## src/rtl/tree_rsp_collector.sv

```systemverilog
// Responder-side tree node: fans one parent request out to NUM_CHILD children and
// returns one aggregated response. Optional watchdog enabled by TREE_RSP_TIMEOUT_EN.
module tree_rsp_collector #(
  parameter int unsigned NUM_CHILD   = 5,
  parameter int unsigned TAG_W       = 4,
  parameter int unsigned TIMEOUT_CYC = 64
) (
  input  logic                 clk,
  input  logic                 rst_n,
  input  logic                 req_valid,
  output logic                 req_ready,
  input  logic [TAG_W-1:0]     req_tag,
  output logic [NUM_CHILD-1:0] child_req_valid,
  input  logic [NUM_CHILD-1:0] child_req_ready,
  output logic [TAG_W-1:0]     child_req_tag,
  input  logic [NUM_CHILD-1:0] child_rsp_valid,
  output logic [NUM_CHILD-1:0] child_rsp_ready,
  input  logic [NUM_CHILD-1:0] child_rsp_err,
  output logic                 rsp_valid,
  input  logic                 rsp_ready,
  output logic [TAG_W-1:0]     rsp_tag,
  output logic [NUM_CHILD-1:0] rsp_err_mask,
  output logic                 rsp_timeout
);

  typedef enum logic [1:0] {
    ST_IDLE,
    ST_ACTIVE,
    ST_RESP
  } state_e;

  state_e               state_q, state_d;
  logic [TAG_W-1:0]     tag_q, tag_d;
  logic [NUM_CHILD-1:0] sent_q, sent_d;
  logic [NUM_CHILD-1:0] done_q, done_d;
  logic [NUM_CHILD-1:0] err_q, err_d;
  logic [NUM_CHILD-1:0] req_hs, rsp_hs;

`ifdef TREE_RSP_TIMEOUT_EN
  localparam int unsigned CNT_W = (TIMEOUT_CYC > 1) ? $clog2(TIMEOUT_CYC) : 1;
  localparam logic [CNT_W-1:0] CNT_LIMIT = CNT_W'(TIMEOUT_CYC - 1);

  logic [CNT_W-1:0] cnt_q, cnt_d;
  logic             timeout_q, timeout_d;
`endif

  always_comb begin
    state_d         = state_q;
    tag_d           = tag_q;
    sent_d          = sent_q;
    done_d          = done_q;
    err_d           = err_q;
    req_ready       = 1'b0;
    child_req_valid = '0;
    child_rsp_ready = '0;
    rsp_valid       = 1'b0;
    req_hs          = '0;
    rsp_hs          = '0;
`ifdef TREE_RSP_TIMEOUT_EN
    cnt_d           = cnt_q;
    timeout_d       = timeout_q;
`endif

    case (state_q)
      ST_IDLE: begin
        req_ready = 1'b1;
        if (req_valid) begin
          tag_d   = req_tag;
          sent_d  = '0;
          done_d  = '0;
          err_d   = '0;
          state_d = ST_ACTIVE;
`ifdef TREE_RSP_TIMEOUT_EN
          cnt_d     = '0;
          timeout_d = 1'b0;
`endif
        end
      end

      ST_ACTIVE: begin
        // Response readiness uses registered masks, so a child's request and
        // response can never handshake in the same cycle.
        child_req_valid = ~sent_q;
        child_rsp_ready = sent_q & ~done_q;
        req_hs          = ~sent_q & child_req_ready;
        rsp_hs          = sent_q & ~done_q & child_rsp_valid;
        sent_d          = sent_q | req_hs;
        done_d          = done_q | rsp_hs;
        err_d           = err_q | (rsp_hs & child_rsp_err);
`ifdef TREE_RSP_TIMEOUT_EN
        cnt_d = cnt_q + CNT_W'(1);
`endif
        if (&done_d) begin
          state_d = ST_RESP;
        end
`ifdef TREE_RSP_TIMEOUT_EN
        else if (cnt_q == CNT_LIMIT) begin
          state_d   = ST_RESP;
          timeout_d = 1'b1;
          err_d     = err_d | ~done_d;
        end
`endif
      end

      ST_RESP: begin
        rsp_valid = 1'b1;
        if (rsp_ready) begin
          state_d = ST_IDLE;
        end
      end

      default: state_d = ST_IDLE;
    endcase
  end

  always_ff @(posedge clk) begin
    if (!rst_n) begin
      state_q <= ST_IDLE;
      tag_q   <= '0;
      sent_q  <= '0;
      done_q  <= '0;
      err_q   <= '0;
`ifdef TREE_RSP_TIMEOUT_EN
      cnt_q     <= '0;
      timeout_q <= 1'b0;
`endif
    end else begin
      state_q <= state_d;
      tag_q   <= tag_d;
      sent_q  <= sent_d;
      done_q  <= done_d;
      err_q   <= err_d;
`ifdef TREE_RSP_TIMEOUT_EN
      cnt_q     <= cnt_d;
      timeout_q <= timeout_d;
`endif
    end
  end

  assign child_req_tag = tag_q;
  assign rsp_tag       = tag_q;
  assign rsp_err_mask  = err_q;
`ifdef TREE_RSP_TIMEOUT_EN
  assign rsp_timeout   = timeout_q;
`else
  assign rsp_timeout   = 1'b0;
`endif

endmodule

```

## config.mk

```make
export PLATFORM = sky130hd
export DESIGN_NAME = tree_rsp_collector
export DESIGN_NICKNAME = d
export VERILOG_FILES = /design/src/rtl/tree_rsp_collector.sv
export SDC_FILE = /design/constraint.sdc
export NUM_CORES = 1
export LEC_CHECK = 0
export CELL_PAD_IN_SITES_DETAIL_PLACEMENT = 2
export CELL_PAD_IN_SITES_GLOBAL_PLACEMENT = 2
export CORE_MARGIN = 2
export CORE_UTILIZATION = 21
export CTS_CLUSTER_DIAMETER = 60
export CTS_CLUSTER_SIZE = 28
export DETAILED_ROUTE_END_ITERATION = 16
export GPL_TIMING_DRIVEN = 0
export PLACE_DENSITY_LB_ADDON = 0.1
export SLEW_MARGIN = 20
export SYNTH_ARGS = -nofsm -noshare
export SYNTH_HDL_FRONTEND = slang
export SYNTH_SLANG_ARGS = --single-unit
```

## constraint.sdc

```tcl
create_clock -name clk -period 1.6 [get_ports clk]
set_clock_uncertainty 0.15 [all_clocks]
set_input_delay 0.24 -clock clk [delete_from_list [all_inputs] [get_ports clk]]
set_output_delay 0.24 -clock clk [all_outputs]
set_load 0.01 [all_outputs]
```

* After elaboration in Yosys (flattened, before gate mapping)
Cells that the tools add are included.
W data, S select, Z words.
** Storage, ports and cells
- Bits in registers :: 21
- Output and inout port bits :: 26
- Logic and storage cells :: 37
** Operators by class
- Eq/ne operators :: 5
- Mux-type cells :: 12
- Bitwise logic cells :: 9
- Reduce and logical (&&, ||, !) cells :: 6
** Operators by type and width (count)
- $pmux W5 S2 :: 3
- $and A5 B5 Y5 :: 4
- $mux W5 :: 3
- $or A5 B5 Y5 :: 3
- $not A5 Y5 :: 2
- $mux W2 :: 3
- $ne A2 B2 Y1 const B :: 3
- $pmux W2 S3 :: 1
- $reduce_and A5 Y1 :: 1
- $reduce_and A2 Y1 :: 2
- $reduce_and A3 Y1 :: 1
- $eq A2 B1 Y1 const B :: 1
- $eq A2 B2 Y1 const B :: 1
- $logic_not A2 Y1 :: 1
- $mux W1 :: 2
- $reduce_bool A2 Y1 :: 1

* Depth between registers and ports, before layout
Gate-level depths: netlist of run 1.
- Word-level depth :: 7
- Gate-level depth with buffers :: 5

* Worst setup path after synthesis of run 1
OpenSTA, ideal clock, no wires.
- Path kind :: reg-to-output
- Start :: register state_q[0]
- End :: output port child_rsp_ready[2]
- Arrival :: 1.022 ns
- Required time :: 1.210 ns
- Setup slack :: 0.188 ns
- Cell stages (with the launch flop) :: 5
- Cell sequence :: dfxtp_1 nor2b_1 buf_2 buf_6 and3_1
** Between the ends
- Cells in the longest elaborated chain, start to end :: 2
** Ends and longest elaborated chain
- start: declaration :: line 32 : state_e state_q, state_d;
- start signal: assignment :: line 128 : state_q <= state_d;
- $eq A2 B1 Y1 :: line 64 : case (state_q)
- $mux W5 :: line 64
- end: declaration :: line 17 : output logic [NUM_CHILD-1:0] child_rsp_ready,
Every way passes these cells.

* Worst setup path in the final report of run 1
Same ends and word-level chain as after synthesis.

==> impl_metrics.tcl, run 1 <==
set metrics [dict create \
    fin_crit_ns 1.65 \
    setup_slack_ns -0.0498 \
    die_area_um2 4940 \
    cts_root_buffer "clkbuf_8" \
    die-width_um 70.3 \
    hpwl_mm 2.17 \
    avgViaCountPerCell 4.47 \
    coreArea_um2 4290 \
    drt-initial-drc-count 22 \
    vias 952 \
    placed_cells 202 \
    status "complete, but fails checks" \
    ys_ff_latch 21 \
    fin_setup_tns_ns -0.0930 \
    drtPass1Iterations 4 \
    grt_usage 0.118 \
    violations "setup timing" \
    hold_class "register to register" \
    fin_crit_sh 1.03 \
    num_io_pins 49 \
    layout.nets 185 \
    setup_viol 3 \
    h-tree-depth 1 \
    tritoncts "done" \
    synth_top_area_cell "dfxtp_1" \
    initial_core_util 0.215 \
    wirelength_mm 2.91 \
    n_antenna_cell 0 \
    ir_worst_vdd_v 0.000276 \
    path_clk_slew_ns 0.08 \
    finalWeightedCongestion 0.664 \
    drv_slew 0 \
    grt_pass1_vias 994 \
    p_per_area_nw_per_um2 744 \
    worstSetupEndpointType "primary output" \
    clock-sinks 21 \
    grt_start_max_net_pins 12 \
    grt_pass1_wl_mm 4.63 \
    drive_gt1_frac 0.242 \
    cts_buffer_depth 2 \
    critPathKind "register to primary output" \
    ant_nets 0 \
    detail_route.wl_per_cell_um 13.7 \
    hold_buffers 0 \
    portBuffers 47 \
    clock_latency_ns 0.26 \
    crit_arrival_ns 1.26 \
    reg2regPathDepth 5 \
    grt_overflow 0 \
    yosys-top-cells-area "dfxtp_1 (46%), nor2_1 (10%), a21oi_1 (6.0%)" \
    critical_path_required_ns 1.21 \
    leakage_nw 0.683 \
    cp_max_fo 11 \
    seq_area_frac_synth 0.455 \
    syn_avg_cell_area_um2 8.96 \
    netlist_area_um2 923 \
    whs_path_depth 2 \
    fmax_mhz 606 \
    fp.dieH_um 70.3 \
    grt_antenna_before_repair 0 \
    synth_cells 103 \
    rsz0062_at_grt "yes" \
    yosys.cell_types.count 23 \
    finalNonFillerCells 213 \
    drc 0 \
    area_delta_synth_final_pct 67.2 \
    numCtsBuffers 3 \
    row_count 24 \
    post-synth-top-area-fraction 0.455 \
    hold_violations 0 \
    startpoint_type "register" \
    ys_warn_count 0 \
    cap_violations 0 \
    syn-num-nets 126 \
]
[routing by layer]
layer | vias to the layer above | global-route usage | share of wire
li1 | 464 | - | -
met1 | 450 | 0.136 | 0.43
met2 | 33 | 0.200 | 0.48
met3 | 5 | 0.0404 | 0.069
met4 | 0 | 0.0449 | 0.015
met5 | - | 0 | 0
[timing repair]
action	in CTS	in global routing
gates resized for setup	57	6
setup endpoints to repair	16	21
buffers inserted	1	7
[Yosys cell counts (all sizes together)]
| master | count |
|---|---|
| a21o | 1 |
| a21oi | 11 |
| a31oi | 7 |
| a41oi | 3 |
| and3 | 2 |
| and4bb | 1 |
| buf | 9 |
| conb | 1 |
| dfxtp | 21 |
| inv | 2 |
| mux2i | 4 |
| nand2b | 2 |
| nor2 | 25 |
| nor2b | 5 |
| nor3 | 2 |
| nor3b | 5 |
| nor4 | 1 |
| o21ai | 1 |
[worst max-delay path, stage by stage (launching register included)]
cell	delay, ns
dfxtp_4	0.36
nor2b_1	0.18
buf_6	0.17
and3_1	0.16
buf_2	0.13
[power breakdown]
group	switching [mW]	total [mW]	internal, mW
logic	0.0999	0.243	0.143
clock network	0.177	0.354	0.178
registers	0.0154	0.552	0.536
[flip-flops by register name (all words and copies together), names as in the netlist]
| name | flops |
|---|---|
| done_q | 5 |
| child_req_tag | 4 |
| state_q | 2 |
| rsp_err_mask | 5 |
| sent_q | 5 |
[path summary, 6_finish.rpt]
kind                         from            endpoint  slack [ns]
hold / removal    rsp_err_mask[3]     rsp_err_mask[3]        0.34
setup reg to reg       state_q[1]           done_q[0]        0.08
hold reg to reg   rsp_err_mask[3]     rsp_err_mask[3]        0.34
setup / recovery       state_q[0]  child_rsp_ready[2]       -0.05
[cell families after synthesis]
kind of cell / Yosys count / share of synthesized area
flops: 21 / 0.455
other cells: 1 / 0.00406
simple gates: 43 / 0.255
buf+inv: 11 / 0.0935
mux: 4 / 0.0434
compound gates: 23 / 0.149
[stage by stage]
stage | setup WS (ns) | power [mW] | util | hold slack [ns] | instance area [um^2]
floorplan | 0.188 | 0.668 | - | 0.228 | 923
global placement | -0.437 | 0.804 | 0.340 | 0.302 | 1460
detailed placement | -0.472 | 0.807 | 0.340 | 0.327 | 1460
CTS | -0.143 | 1.16 | 0.348 | 0.343 | 1500
global route | -0.133 | 1.21 | 0.360 | 0.369 | 1540
finish | -0.0498 | 1.15 | 0.360 | 0.336 | 1540
[final cells by class]
| class | instances | area, um^2 |
|---|---|---|
| buffer | 8 | 80.1 |
| clock buffer | 4 | 45.0 |
| fill | 489 | 2750 |
| inverter | 2 | 7.51 |
| multi-input combinational | 71 | 432 |
| sequential | 21 | 430 |
| tap | 52 | 65.1 |
| timing repair buffer | 55 | 484 |
[cells in the final DEF, fill, tap and decap left out]
cell type | netlist | final
a21o_1 | 1 | 1
a21oi_1 | 11 | 11
a31oi_1 | 7 | 7
a41oi_1 | 3 | 3
and3_1 | 2 | 2
and4bb_2 | 1 | 1
buf_12 | 1 | 1
buf_2 | 2 | 9
buf_4 | 5 | 13
buf_6 | 1 | 3
clkbuf_1 | 0 | 1
clkbuf_8 | 0 | 3
clkdlybuf4s50_1 | 0 | 29
conb_1 | 1 | 1
dfxtp_1 | 21 | 17
dfxtp_2 | 0 | 2
dfxtp_4 | 0 | 2
dlygate4sd2_1 | 0 | 6
dlymetal6s2s_1 | 0 | 2
inv_1 | 2 | 2
mux2i_1 | 4 | 4
nand2b_1 | 1 | 1
nand2b_4 | 1 | 1
nor2_1 | 25 | 25
nor2b_1 | 5 | 5
nor3_1 | 2 | 2
nor3b_1 | 4 | 1
nor3b_2 | 0 | 3
nor3b_4 | 1 | 1
nor4_1 | 1 | 1
o21ai_0 | 1 | 1
No activity file was read; power rests on OpenSTA's default activity.
==> run 2: changes to the inputs <==
Settings changed: CORE_MARGIN 2 to 3.
==> run 2 against run 1 <==
- setup slack improved by 0.022 ns
- sequential share of layout area grew 0.19 points
- routed wire length grew 11%
- via count fell by 1.5%
- the run still ends with setup timing left
- fmax grew 1.3%
- clock-buffer cell count is the same
- non-clock buffer count is 1 lower
- cell area down 0.97%
- sequential power hardly changed
- register-to-register slack better by 0.07 ns
- first-iteration DRC count is 23% lower
- sequential cell count unchanged
==> impl_metrics.tcl, run 2 (synthesis gave the netlist of run 1 again) <==
set metrics [dict create \
    cts_root_buffer "clkbuf_8" \
    p_per_area_nw_per_um2 752 \
    grt_usage 0.129 \
    drv_slew 0 \
    clock-sinks 21 \
    row_count 23 \
    cp-endpoint "child_rsp_ready[4]" \
    layout.nets 184 \
    leakage_nw 0.642 \
    grt_start_max_net_pins 12 \
    status "complete, but fails checks" \
    violations "setup timing" \
    fmax_mhz 614 \
    critPathKind "register to primary output" \
    critical_path_required_ns 1.21 \
    setup_viol 2 \
    num_io_pins 49 \
    path_clk_slew_ns 0.07 \
    fin_crit_sh 1.02 \
    regToRegSetupSlack_ns 0.15 \
    crit_start "state_q[1]" \
    cts_buffer_depth 2 \
    timing.rr.end "child_req_tag[1]" \
    placed_cells 200 \
    reg2regPathDepth 5 \
    portBuffers 47 \
    coreArea_um2 4120 \
    dr_wl_met3_um 145 \
    ir_worst_vdd_v 0.000274 \
    highest_layer "met4" \
    drt-initial-drc-count 17 \
    mostFrequentLayoutCell "clkdlybuf4s50_1" \
    drc 0 \
    fp.dieH_um 72.3 \
    rr_startpoint "state_q[0]" \
    setup_slack_ns -0.0281 \
    startpoint_type "register" \
    finalNonFillerCells 210 \
    grt_pass1_wl_mm 5.31 \
    die-width_um 72.3 \
    cap_violations 0 \
    mostFrequentLayoutCells "clkdlybuf4s50_1 (31), nor2_1 (25), dfxtp_1 (18)" \
    fin_crit_ns 1.63 \
    rsz0062_at_grt "yes" \
    drive_gt1_frac 0.250 \
    clock_latency_ns 0.26 \
    initial_core_util 0.224 \
    n_antenna_cell 0 \
    fin_setup_tns_ns -0.0434 \
    hold_class "register to register" \
    grt_antenna_before_repair 0 \
    drtPass1Iterations 3 \
    grt_overflow 0 \
    ant_nets 0 \
    grt_pass1_vias 1072 \
    crit_arrival_ns 1.24 \
    hold_buffers 0 \
    worstSetupEndpointType "primary output" \
    vias 938 \
    cp_max_fo 5 \
    die_area_um2 5230 \
    h-tree-depth 1 \
    m1WireLength_mm 1.35 \
    hold_violations 0 \
    hpwl_mm 2.29 \
    finalWeightedCongestion 0.658 \
    avgViaCountPerCell 4.47 \
    numCtsBuffers 3 \
    wl_met2_mm 1.74 \
    detail_route.wl_per_cell_um 15.4 \
    tritoncts "done" \
    wirelength_mm 3.24 \
    area_delta_synth_final_pct 65.6 \
]
run 2: layer usage:
layer  GRT usage  vias to the layer above
met5           0                        -
met4      0.0188                        0
met3      0.0374                        2
met2       0.236                       22
met1       0.153                      448
li1            -                      466
run 2: how the worst min path moves through the flow:
stage | start | end | slack [ns] | cells past startpoint
6_report | rsp_err_mask[3] | rsp_err_mask[3] | 0.32 | 2
5_1_grt | rsp_err_mask[3] | rsp_err_mask[3] | 0.37 | 2
4_1_cts | rsp_err_mask[3] | rsp_err_mask[3] | 0.33 | 2
3_5_place_dp | rsp_err_mask[3] | rsp_err_mask[3] | 0.32 | 2
3_3_place_gp | rsp_err_mask[2] | rsp_err_mask[2] | 0.30 | 2
2_1_floorplan | rst_n | state_q[0] | 0.23 | 2
run 2: timing repair:
item                                    4_1_cts  5_1_grt
buffers inserted                              5        1
cloned                                        0        1
gates resized for setup                      56        7
endpoints found under the setup margin       26        7
hold endpoints to repair                      0        0
pin swaps                                     1        2
run 2: area by class of cell:
class                   count  area, um^2
plain buffers               8        80.1
clock buffers               4        45.0
fillers                   483        2590
inverters                   2        7.51
multi-input cells          71         442
flip-flops and latches     21         429
well taps                  50        62.6
repair buffers             54         463
run 2: report_power, final:
| part | switching (mW) | internal (mW) | leakage (nW) |
|---|---|---|---|
| Combinational | 0.107 | 0.144 | 0.447 |
| Clock | 0.171 | 0.177 | 0.0228 |
| Sequential | 0.0149 | 0.536 | 0.172 |
run 2: worst max-delay path, stage by stage (launching register included):
cell and delay [ns]:
dfxtp_4 0.37, nand2b_4 0.15, buf_6 0.13, nor3b_2 0.16, buf_2 0.17
run 2: per-stage QoR:
stage / hold WS (ns) / setup WS (ns) / total power, mW / instance area (um^2) / util
finish: 0.323 / -0.0281 / 1.15 / 1530 / 0.372
global route: 0.371 / -0.0787 / 1.22 / 1530 / 0.372
CTS: 0.333 / -0.146 / 1.17 / 1520 / 0.369
detailed placement: 0.317 / -0.469 / 0.811 / 1460 / 0.354
global placement: 0.300 / -0.467 / 0.805 / 1460 / 0.354
floorplan: 0.228 / 0.188 / 0.668 / 923 / -
